[config.mk]
export PLATFORM = sky130hd
export DESIGN_NAME = cla_pipe_addsub
export DESIGN_NICKNAME = d
export VERILOG_FILES = /design/src/rtl/cla_pkg.sv /design/src/rtl/cla_slice.sv /design/src/rtl/cla_pipe_addsub.sv
export SDC_FILE = /design/constraint.sdc
export NUM_CORES = 1
export LEC_CHECK = 0
export CAP_MARGIN = 5
export CORE_MARGIN = 3
export CORE_UTILIZATION = 38
export CTS_CLUSTER_DIAMETER = 200
export DETAILED_ROUTE_END_ITERATION = 16
export GPL_TIMING_DRIVEN = 0
export HOLD_SLACK_MARGIN = 0.08
export PLACE_DENSITY = 0.69
export SLEW_MARGIN = 20
export SYNTH_ARGS = -nofsm -noshare
export SYNTH_HDL_FRONTEND = slang
export SYNTH_SLANG_ARGS = --single-unit
[constraint.sdc]
create_clock -name clk -period 4.2 [get_ports clk]
set_input_delay 0.42 -clock clk [delete_from_list [all_inputs] [get_ports clk]]
set_output_delay 0.42 -clock clk [all_outputs]
set_load 0.1 [all_outputs]
[src/rtl/cla_pkg.sv]
// Package: cla_pkg
// Shared constants and helpers for the pipelined carry-lookahead adder/subtractor.
package cla_pkg;

  // Width of one carry-lookahead group.
  localparam int CLA_GRP = 4;

  typedef struct packed {
    logic g;
    logic p;
  } grp_gp_t;

  // Group generate/propagate of one 4-bit lookahead group from its per-bit g/p.
  function automatic grp_gp_t grp_gp(input logic [CLA_GRP-1:0] g,
                                     input logic [CLA_GRP-1:0] p);
    grp_gp_t r;
    r.g = g[3] | (p[3] & g[2]) | (p[3] & p[2] & g[1]) | (p[3] & p[2] & p[1] & g[0]);
    r.p = &p;
    return r;
  endfunction

  // Legal configuration: SLICE is a whole number of groups and WIDTH a whole number of slices.
  function automatic bit cfg_ok(input int width, input int slice);
    return (slice > 0) && (slice % CLA_GRP == 0) && (width >= slice) && (width % slice == 0);
  endfunction

endpackage

[src/rtl/cla_slice.sv]
// Module: cla_slice
// Combinational SLICE-bit carry-lookahead adder built from 4-bit lookahead groups.
// Reports the carry out of the slice and the carry into the slice MSB.
module cla_slice
  import cla_pkg::*;
#(
  parameter int SLICE = 8
) (
  input  logic [SLICE-1:0] a,
  input  logic [SLICE-1:0] b,
  input  logic             ci,
  output logic [SLICE-1:0] s,
  output logic             co,
  output logic             c_msb
);

  localparam int NGRP = SLICE / CLA_GRP;

  logic [SLICE-1:0] g;
  logic [SLICE-1:0] p;
  logic [SLICE:0]   c;

  assign g = a & b;
  assign p = a ^ b;

  // Carries: intra-group lookahead from the group carry-in, group carries from group G/P.
  always_comb begin
    logic                carry;
    logic [CLA_GRP-1:0]  gg;
    logic [CLA_GRP-1:0]  pp;
    grp_gp_t             gp;
    // NOTE: every variable gets a default before any conditional/loop so no latch is inferred.
    c     = '0;
    gg    = '0;
    pp    = '0;
    gp    = '0;
    // NOTE: combinational logic uses blocking '=' so 'carry' updates in order within the loop.
    carry = ci;
    for (int i = 0; i < NGRP; i++) begin
      gg = g[i*CLA_GRP +: CLA_GRP];
      pp = p[i*CLA_GRP +: CLA_GRP];
      c[i*CLA_GRP]     = carry;
      c[i*CLA_GRP + 1] = gg[0] | (pp[0] & carry);
      c[i*CLA_GRP + 2] = gg[1] | (pp[1] & gg[0]) | (pp[1] & pp[0] & carry);
      c[i*CLA_GRP + 3] = gg[2] | (pp[2] & gg[1]) | (pp[2] & pp[1] & gg[0])
                       | (pp[2] & pp[1] & pp[0] & carry);
      gp    = grp_gp(gg, pp);
      carry = gp.g | (gp.p & carry);
    end
    c[SLICE] = carry;
  end

  assign s     = p ^ c[SLICE-1:0];
  assign co    = c[SLICE];
  assign c_msb = c[SLICE-1];

endmodule

[src/rtl/cla_pipe_addsub.sv]
// Module: cla_pipe_addsub
// Pipelined carry-lookahead adder/subtractor; stage k resolves bits [k*SLICE +: SLICE]
// with the carry registered by stage k-1. Operand skew and sum deskew triangles keep
// all bits of one result aligned. Global-stall valid/ready handshake.
// Optional feature: define CLA_SAT_EN to saturate s on signed overflow.
module cla_pipe_addsub
  import cla_pkg::*;
#(
  parameter int WIDTH = 32,
  parameter int SLICE = 8
) (
  input  logic             clk,
  input  logic             reset_n,
  input  logic             in_valid,
  output logic             in_ready,
  input  logic [WIDTH-1:0] a,
  input  logic [WIDTH-1:0] b,
  input  logic             ci,
  input  logic             sub,
  output logic             out_valid,
  input  logic             out_ready,
  output logic [WIDTH-1:0] s,
  output logic             co,
  output logic             ov,
  output logic             zero
);

  localparam int STAGES = WIDTH / SLICE;
  localparam bit CFG_OK = cfg_ok(WIDTH, SLICE);

  if (!CFG_OK) begin : g_bad_cfg
    $error("cla_pipe_addsub: WIDTH must be a multiple of SLICE and SLICE a multiple of 4");
  end

  // Whole pipeline moves together; it only freezes when a finished result is not taken.
  logic adv;
  assign adv      = !out_valid || out_ready;
  assign in_ready = adv;

  for (genvar k = 0; k < STAGES; k++) begin : g_stage
    localparam int LO = k * SLICE;

    logic [WIDTH-1:LO]    op_a;
    logic [WIDTH-1:LO]    op_b;
    logic                 cin;
    logic                 vin;
    logic [SLICE-1:0]     sl_s;
    logic                 sl_co;
    logic                 sl_cm;
    logic [LO+SLICE-1:0]  sum_nxt;

    if (k == 0) begin : g_src
      assign op_a    = a;
      assign op_b    = b ^ {WIDTH{sub}};
      assign cin     = sub | ci;
      assign vin     = in_valid;
      assign sum_nxt = sl_s;
    end else begin : g_src
      assign op_a    = g_stage[k-1].g_reg.a_q;
      assign op_b    = g_stage[k-1].g_reg.b_q;
      assign cin     = g_stage[k-1].g_reg.c_q;
      assign vin     = g_stage[k-1].g_reg.v_q;
      assign sum_nxt = {sl_s, g_stage[k-1].g_reg.sum_q};
    end

    cla_slice #(.SLICE(SLICE)) u_slice (
      .a     (op_a[LO +: SLICE]),
      .b     (op_b[LO +: SLICE]),
      .ci    (cin),
      .s     (sl_s),
      .co    (sl_co),
      .c_msb (sl_cm)
    );

    if (k < STAGES - 1) begin : g_reg
      localparam int HI = LO + SLICE;

      logic [WIDTH-1:HI] a_q;
      logic [WIDTH-1:HI] b_q;
      logic [HI-1:0]     sum_q;
      logic              c_q;
      logic              v_q;
      logic              unused_cm;

      assign unused_cm = sl_cm;

      // Stage valid bit; reset discards whatever is in flight.
      always_ff @(posedge clk or negedge reset_n) begin
        // NOTE: sequential state uses non-blocking '<=' so every stage samples pre-edge values.
        if (!reset_n) v_q <= 1'b0;
        else if (adv) v_q <= vin;
      end

      // Skew/deskew data and inter-stage carry; qualified by v_q downstream.
      // NOTE: datapath registers carry no reset; a cleared valid bit already makes them don't-care.
      always_ff @(posedge clk) begin
        if (adv) begin
          a_q   <= op_a[WIDTH-1:HI];
          b_q   <= op_b[WIDTH-1:HI];
          sum_q <= sum_nxt;
          c_q   <= sl_co;
        end
      end
    end else begin : g_out
      logic [WIDTH-1:0] res;
      logic             ovf;

      assign ovf = sl_co ^ sl_cm;

      // Final result, clamped toward the operands' sign when saturation is built in.
      always_comb begin
        res = sum_nxt;
`ifdef CLA_SAT_EN
        if (ovf) res = op_a[WIDTH-1] ? {1'b1, {(WIDTH-1){1'b0}}} : {1'b0, {(WIDTH-1){1'b1}}};
`endif
      end

      // Output register; data and flags load only with a valid result so they hold otherwise.
      always_ff @(posedge clk or negedge reset_n) begin
        if (!reset_n) begin
          out_valid <= 1'b0;
          s         <= '0;
          co        <= 1'b0;
          ov        <= 1'b0;
          zero      <= 1'b0;
        end else if (adv) begin
          out_valid <= vin;
          if (vin) begin
            s    <= res;
            co   <= sl_co;
            ov   <= ovf;
            zero <= (res == '0);
          end
        end
      end
    end
  end

endmodule

==> impl_metrics.toml, run 1 <==
[status]
outcome = "complete, no violations"

[timing]
min_period_over_period = 0.7225
skew_ns = 0.01286
slew_violations = 0
slew-limit-headroom = 0.3190
worstMarginPinSlew_ns = 1.018
hold_viol = 0
fmax_ghz = 0.3296
timing.final.crit_period_ns = 3.034
setup_viol = 0
rsz0062_at_grt = "false"
setup_ws_ns = 1.166

[worst_setup_path]
crit_chain = "clkdlybuf4s50_1 -> nand2b_1 -> buf_8 -> clkdlybuf4s50_1"
critPathKind = "in -> out"
cp_num_buf_inv = 3
end_kind = "output pin"
arrival_ns = 2.61
cp_data_required_time_ns = 3.78
slowest_stage = "clkdlybuf4s50_1"
cpPeakStageDelay_ns = 1.22
startpoint_type = "input pin"
cp_top_family = "buffers and inverters"
path_common_cell = "clkdlybuf4s50_1"
crit_fanout = 57

[yosys]
ys_types = 38
synth_compound_area_frac = 0.04799
synthesis.nets = 556
ys_ff_latch = 186
synth_area_leader_cell = "edfxtp_1"
synth_xor_area_frac = 0.05949
synthMuxAreaShare = 0.04633
synthSimpleGateAreaFrac = 0.03683
synthTopCellsByArea = "edfxtp_1 59%, dfrtp_1 13%, ha_1 5.3%"
synthAdderAreaFrac = 0.07465
synth_common_cells = "147 x edfxtp_1, 39 x dfrtp_1, 37 x xor2_1"
netlist.area_leader.share = 0.5879
ys_async_sr_fraction = 0.2097
yosysWarningCount = 0
ys_seq_area_frac = 0.7179
syn-instance-count = 446
synth_flop_cell = "edfxtp_1"
syn_area_per_cell_um2 = 16.84
synth_top_family_by_area = "adder cells"
yosysMostFrequentCell = "edfxtp_1"
syn-cell-area_um2 = 7508
synth_edf_count = 147

[drt]
drt-initial-drc-count = 237
ant_nets = 0
vias = 3884
wl_per_cell_um = 14.74
via_per_inst = 4.591
routed_wl_mm = 12.47
firstDrtPassIters = 4
drc = 0

[die]
die_w_um = 146.6
pin_count = 107
dieArea_um2 = 21480
fp.dieH_um = 146.6
initial_core_util = 0.3935
core_area_um2 = 19080
num_rows = 50

[hold_path]
hp-class = "in -> async"

[placed_design]
port_buffers = 105
dpl.hpwl_mm = 9.309
place_ws_ns = 1.162
place_area_um2 = 8937
globalplace.congestion = 0.7691

[grt]
antenna_found_initial = 0
grt_pass1_wl_mm = 20.55
gr-total-overflow = 0
grt_util_all_layers = 0.1221
grt_pass1_vias = 4038
grt_max_degree = 99

[pwr]
power.static_leakage_uw = 0.003654
powerDensity_nw_per_um2 = 807.3
vdd_ir_drop_max_v = 0.0003143

[finish]
final_area_um2 = 9498
antenna_cells = 0
nets = 683
drive_above_1_share = 0.09556
syn2layout_area_growth_pct = 26.50
fillers = 1610

[clock_network]
clk_latency_ns = 0.43
clockRootBuffer = "clkbuf_16"
cts_sinks = 186
clk_pin_slew_ns = 0.07
cts_setup_buffers = 0
htreeDepth = 4
clock_path_buffers = 2
cts_buffers = 17
cts_tree = "built"
cts_resized = 0

[run]
maxCapViolations = 0
## layout by cell type (no fill, tap or decap), types with 14 or more instances in the layout
cell and n:
clkbuf_16 17, nor2_1 20, nand2_1 16, inv_1 22, xor2_1 37, mux2_1 26
edfxtp_1 147, dfrtp_1 39, ha_1 32, clkdlybuf4s50_1 104, xnor2_1 14
## state kept, by name (all words and copies together) (netlist names)
| name | count |
|---|---|
| ov | 1 |
| g_stage.g_reg.sum_q | 48 |
| g_stage.g_reg.v_q | 3 |
| co | 1 |
| out_valid | 1 |
| g_stage.g_reg.b_q | 48 |
| g_stage.g_reg.a_q | 48 |
| zero | 1 |
| s | 32 |
| g_stage.g_reg.c_q | 3 |
## per-stage QoR
stage               std cells  power (uW)    util  hold WS [ns]  setup TNS (ns)
finish                    846        7667  0.4978        0.4065               0
floorplan                 446        5397       -        0.1244               0
detailed placement        813        6273  0.4684        0.3056               0
global route              846        8084  0.4978        0.4215               0
CTS                       846        7766  0.4978        0.3994               0
global placement          811        6166  0.4656        0.4045          -14.48
## worst register-to-register path: stages, from the launching register on
cell and delay (ns):
edfxtp_1 0.40, ha_1 0.35, a21oi_2 0.17, o211ai_2 0.13, or2_2 0.30, fa_1 0.50
nor4b_1 0.29, nand4_1 0.13, nor2_1 0.16, nand4_1 0.12, o31ai_1 0.19
## worst paths after layout
kind	cells past startpoint	to	slack, ns	start
worst max-delay path	4	in_ready	1.17	out_ready
worst min-delay path	2	s[15]	0.41	reset_n
worst max register to register	10	zero	1.38	g_stage[2].g_reg.a_q[24]
worst min register to register	0	g_stage[1].g_reg.b_q[31]	0.41	g_stage[0].g_reg.b_q[31]
max in group asynchronous	3	s[23]	3.35	reset_n
min in group clk	0	g_stage[1].g_reg.b_q[31]	0.41	g_stage[0].g_reg.b_q[31]
## kinds of logic (layout without fill, tap and decap cells)
kind of cell | Yosys count | count (layout)
AO/OA/AOI/OAI | 49 | 49
XOR/XNOR | 51 | 51
adder cells (fa/ha/maj) | 40 | 40
buffers and inverters | 31 | 171
flip-flops | 186 | 186
multiplexers | 31 | 31
AND/OR/NAND/NOR | 58 | 58
## report_power, final
| part | total, uW | switching (uW) | internal [uW] |
|---|---|---|---|
| registers | 3130 | 301 | 2830 |
| logic | 3060 | 2140 | 922 |
| clock network | 1470 | 683 | 790 |
| total | 7670 | 3120 | 4540 |
## timing repair
action / CTS / global route
hold buffers: 1 / 0
setup endpoints to repair: 0 / 0
endpoints found under the hold margin: 9 / 0
## cell type report
cell class,instances,area [um2],area share
inverters,22,82.58,0.008695
repair buffers,108,1104,0.1162
well taps,260,325.3,0.03425
flip-flops and latches,186,5390,0.5675
plain buffers,9,53.80,0.005665
clock buffers,19,442.9,0.04663
clock inverters,13,107.6,0.01133
multi-input cells,229,1992,0.2097
## layer usage
metal / GRT usage / routed length [um] / up-vias
li1: - / - / 1906
met1: 0.1628 / 5682 / 1876
met2: 0.1943 / 6102 / 92
met3: 0.03507 / 532 / 10
met4: 0.03951 / 151 / 0
met5: 0 / 0 / -
Note: power is estimated with default switching activity, not from simulation.
==> inputs of run 2 (changes only) <==
Clock period 4.2 ns to 3.1 ns, I/O delays scaled along.
==> run 2 against run 1 <==
Total power grew 36%. Sequential power rose by 35%. Sequential cell count unchanged. Combinational power increased by 35%. First-iteration DRC count down 11%. Critical path depth is 6 higher. Sequential share of layout area down 0.12 points. Final cell count is the same. Global-route usage barely moved. Critical endpoint is now zero.
==> impl_metrics.toml, run 2 (synthesized netlist as in run 1, its figures left out) <==
[status]
outcome = "complete, no violations"

[finish]
final_cell_mix = "147 x edfxtp_1, 103 x clkdlybuf4s50_1, 39 x dfrtp_1, 37 x xor2_1, 32 x ha_1"
multiInputGateArea_um2 = 1992
drive_above_1_share = 0.09556
layout_commonest_cell = "edfxtp_1"
nets = 683
fillers = 1570
final_area_um2 = 9518
antenna_cells = 0
syn2layout_area_growth_pct = 26.76
seq_area_um2 = 5390
largestRegisters = "g_stage.g_reg.a_q: 48 flops, g_stage.g_reg.b_q: 48 flops, g_stage.g_reg.sum_q: 48 flops"

[grt]
grt_pass1_wl_mm = 20.69
gr-total-overflow = 0
antenna_found_initial = 0
grt_util_all_layers = 0.1224
grt_max_degree = 155
grt_pass1_vias = 4159

[timing]
skew_ns = 0.009351
setup_viol = 0
fin_hold_ws_ns = 0.2867
timing.final.crit_period_ns = 2.828
hold_viol = 0
worstMarginPinSlew_ns = 1.003
min_period_over_period = 0.9121
slew_violations = 0
fmax_ghz = 0.3537
rsz0062_at_grt = "false"
slew-limit-headroom = 0.3290
fin_tns_setup_ns = 0

[run]
maxCapViolations = 0

[pwr]
powerDensity_nw_per_um2 = 1093
power.static_leakage_uw = 0.003663
power_uw = 10400
vdd_ir_drop_max_v = 0.0004282

[die]
fp.dieH_um = 146.6
dieArea_um2 = 21480
core_area_um2 = 19080
pin_count = 107
initial_core_util = 0.3935
die_w_um = 146.6
num_rows = 50

[hold_path]
hp-class = "in -> async"

[placed_design]
port_buffers = 105
dpl.hpwl_mm = 9.077
globalplace.congestion = 0.7861
place_area_um2 = 8910

[clock_network]
htreeDepth = 4
clk_pin_slew_ns = 0.07
cts_setup_buffers = 0
cts_buffers = 17
cts_sinks = 186
clock_path_buffers = 2
clk_latency_ns = 0.42
cts_tree = "built"
clockRootBuffer = "clkbuf_16"

[worst_setup_path]
crit_fanout = 4
critPathKind = "reg -> reg"
cp_data_required_time_ns = 3.43
end_kind = "flip-flop"
rr_startpoint = "g_stage[2].g_reg.b_q[24]"
startpoint_type = "flip-flop"
ff2ff_setup_slack_ns = 0.27
arrival_ns = 3.16
cp-startpoint = "g_stage[2].g_reg.b_q[24]"

[drt]
via_per_inst = 4.527
drt-initial-drc-count = 212
wl_per_cell_um = 14.57
vias = 3830
firstDrtPassIters = 4
routed_wl_mm = 12.33
drc = 0
ant_nets = 0
[run 2: cell count changes in the layout (fill, tap and decap cells not counted), sizes merged]
cell / before / now
clkbuf: 20 / 21
clkdlybuf4s50: 104 / 103
clkinv: 2 / 4
dlygate4sd2: 0 / 1
inv: 31 / 28
[run 2: path summary, 6_finish.rpt]
| kind | end | depth (start not counted) |
|---|---|---|
| max | zero | 10 |
| min | s[9] | 2 |
| max reg2reg | zero | 10 |
| min reg2reg | g_stage[2].g_reg.b_q[25] | 0 |
| max in group asynchronous | s[0] | 3 |
| min in group clk | g_stage[2].g_reg.b_q[25] | 0 |
[run 2: power by group]
part	internal, uW	switching (uW)	total [uW]	leakage (uW)
combinational	1240	2880	4130	0.00145
sequential	3830	403	4240	0.00194
clock	1120	919	2040	0.000278
total	6200	4210	10400	0.00366
[run 2: final cells by class]
type	instances	share of cell area
Tap cell	260	0.03418
Buffer	9	0.005653
Sequential cell	186	0.5663
Inverter	22	0.008676
Multi-Input combinational cell	229	0.2093
Clock inverter	12	0.01091
Clock buffer	20	0.04917
Timing Repair Buffer	108	0.1158
[run 2: timing repair]
| item | 4_1_cts | 5_1_grt |
|---|---|---|
| setup endpoints to repair | 1 | 0 |
| endpoints found under the hold margin | 39 | 0 |
| hold buffers | 1 | 0 |
| resized for setup | 1 | 0 |
[run 2: stage by stage]
| stage | worst slack (ns) | std cells | utilization |
|---|---|---|---|
| finish | 0.2724 | 846 | 0.4988 |
| global route | 0.02703 | 846 | 0.4988 |
| CTS | 0.04005 | 845 | 0.4974 |
| detailed placement | -0.2598 | 812 | 0.4670 |
| global placement | -0.4159 | 811 | 0.4660 |
| floorplan | 0.3056 | 446 | - |
[run 2: layer usage]
metal | wire, um | up-vias | global-route usage | part of all wire
met5 | 0 | - | 0 | 0
met4 | 123 | 0 | 0.04516 | 0.010
met3 | 468 | 9 | 0.03445 | 0.038
met2 | 6029 | 85 | 0.1959 | 0.49
met1 | 5707 | 1844 | 0.1601 | 0.46
li1 | - | 1892 | - | -
[run 2: critical path: stages, from the launching register on]
cell      delay (ns)
edfxtp_1        0.41
ha_1            0.33
a21oi_2         0.18
o211ai_2        0.15
or2_2           0.31
fa_1            0.50
nor4b_1         0.26
nand4_1         0.12
nor2_1          0.15
nand4_1         0.13
o31ai_1         0.20
==> inputs of run 3 (changes only) <==
Settings changed: TNS_END_PERCENT from default to 50.
==> results of run 3 <==
Final layout, timing and power as in run 2 (identical DEF).
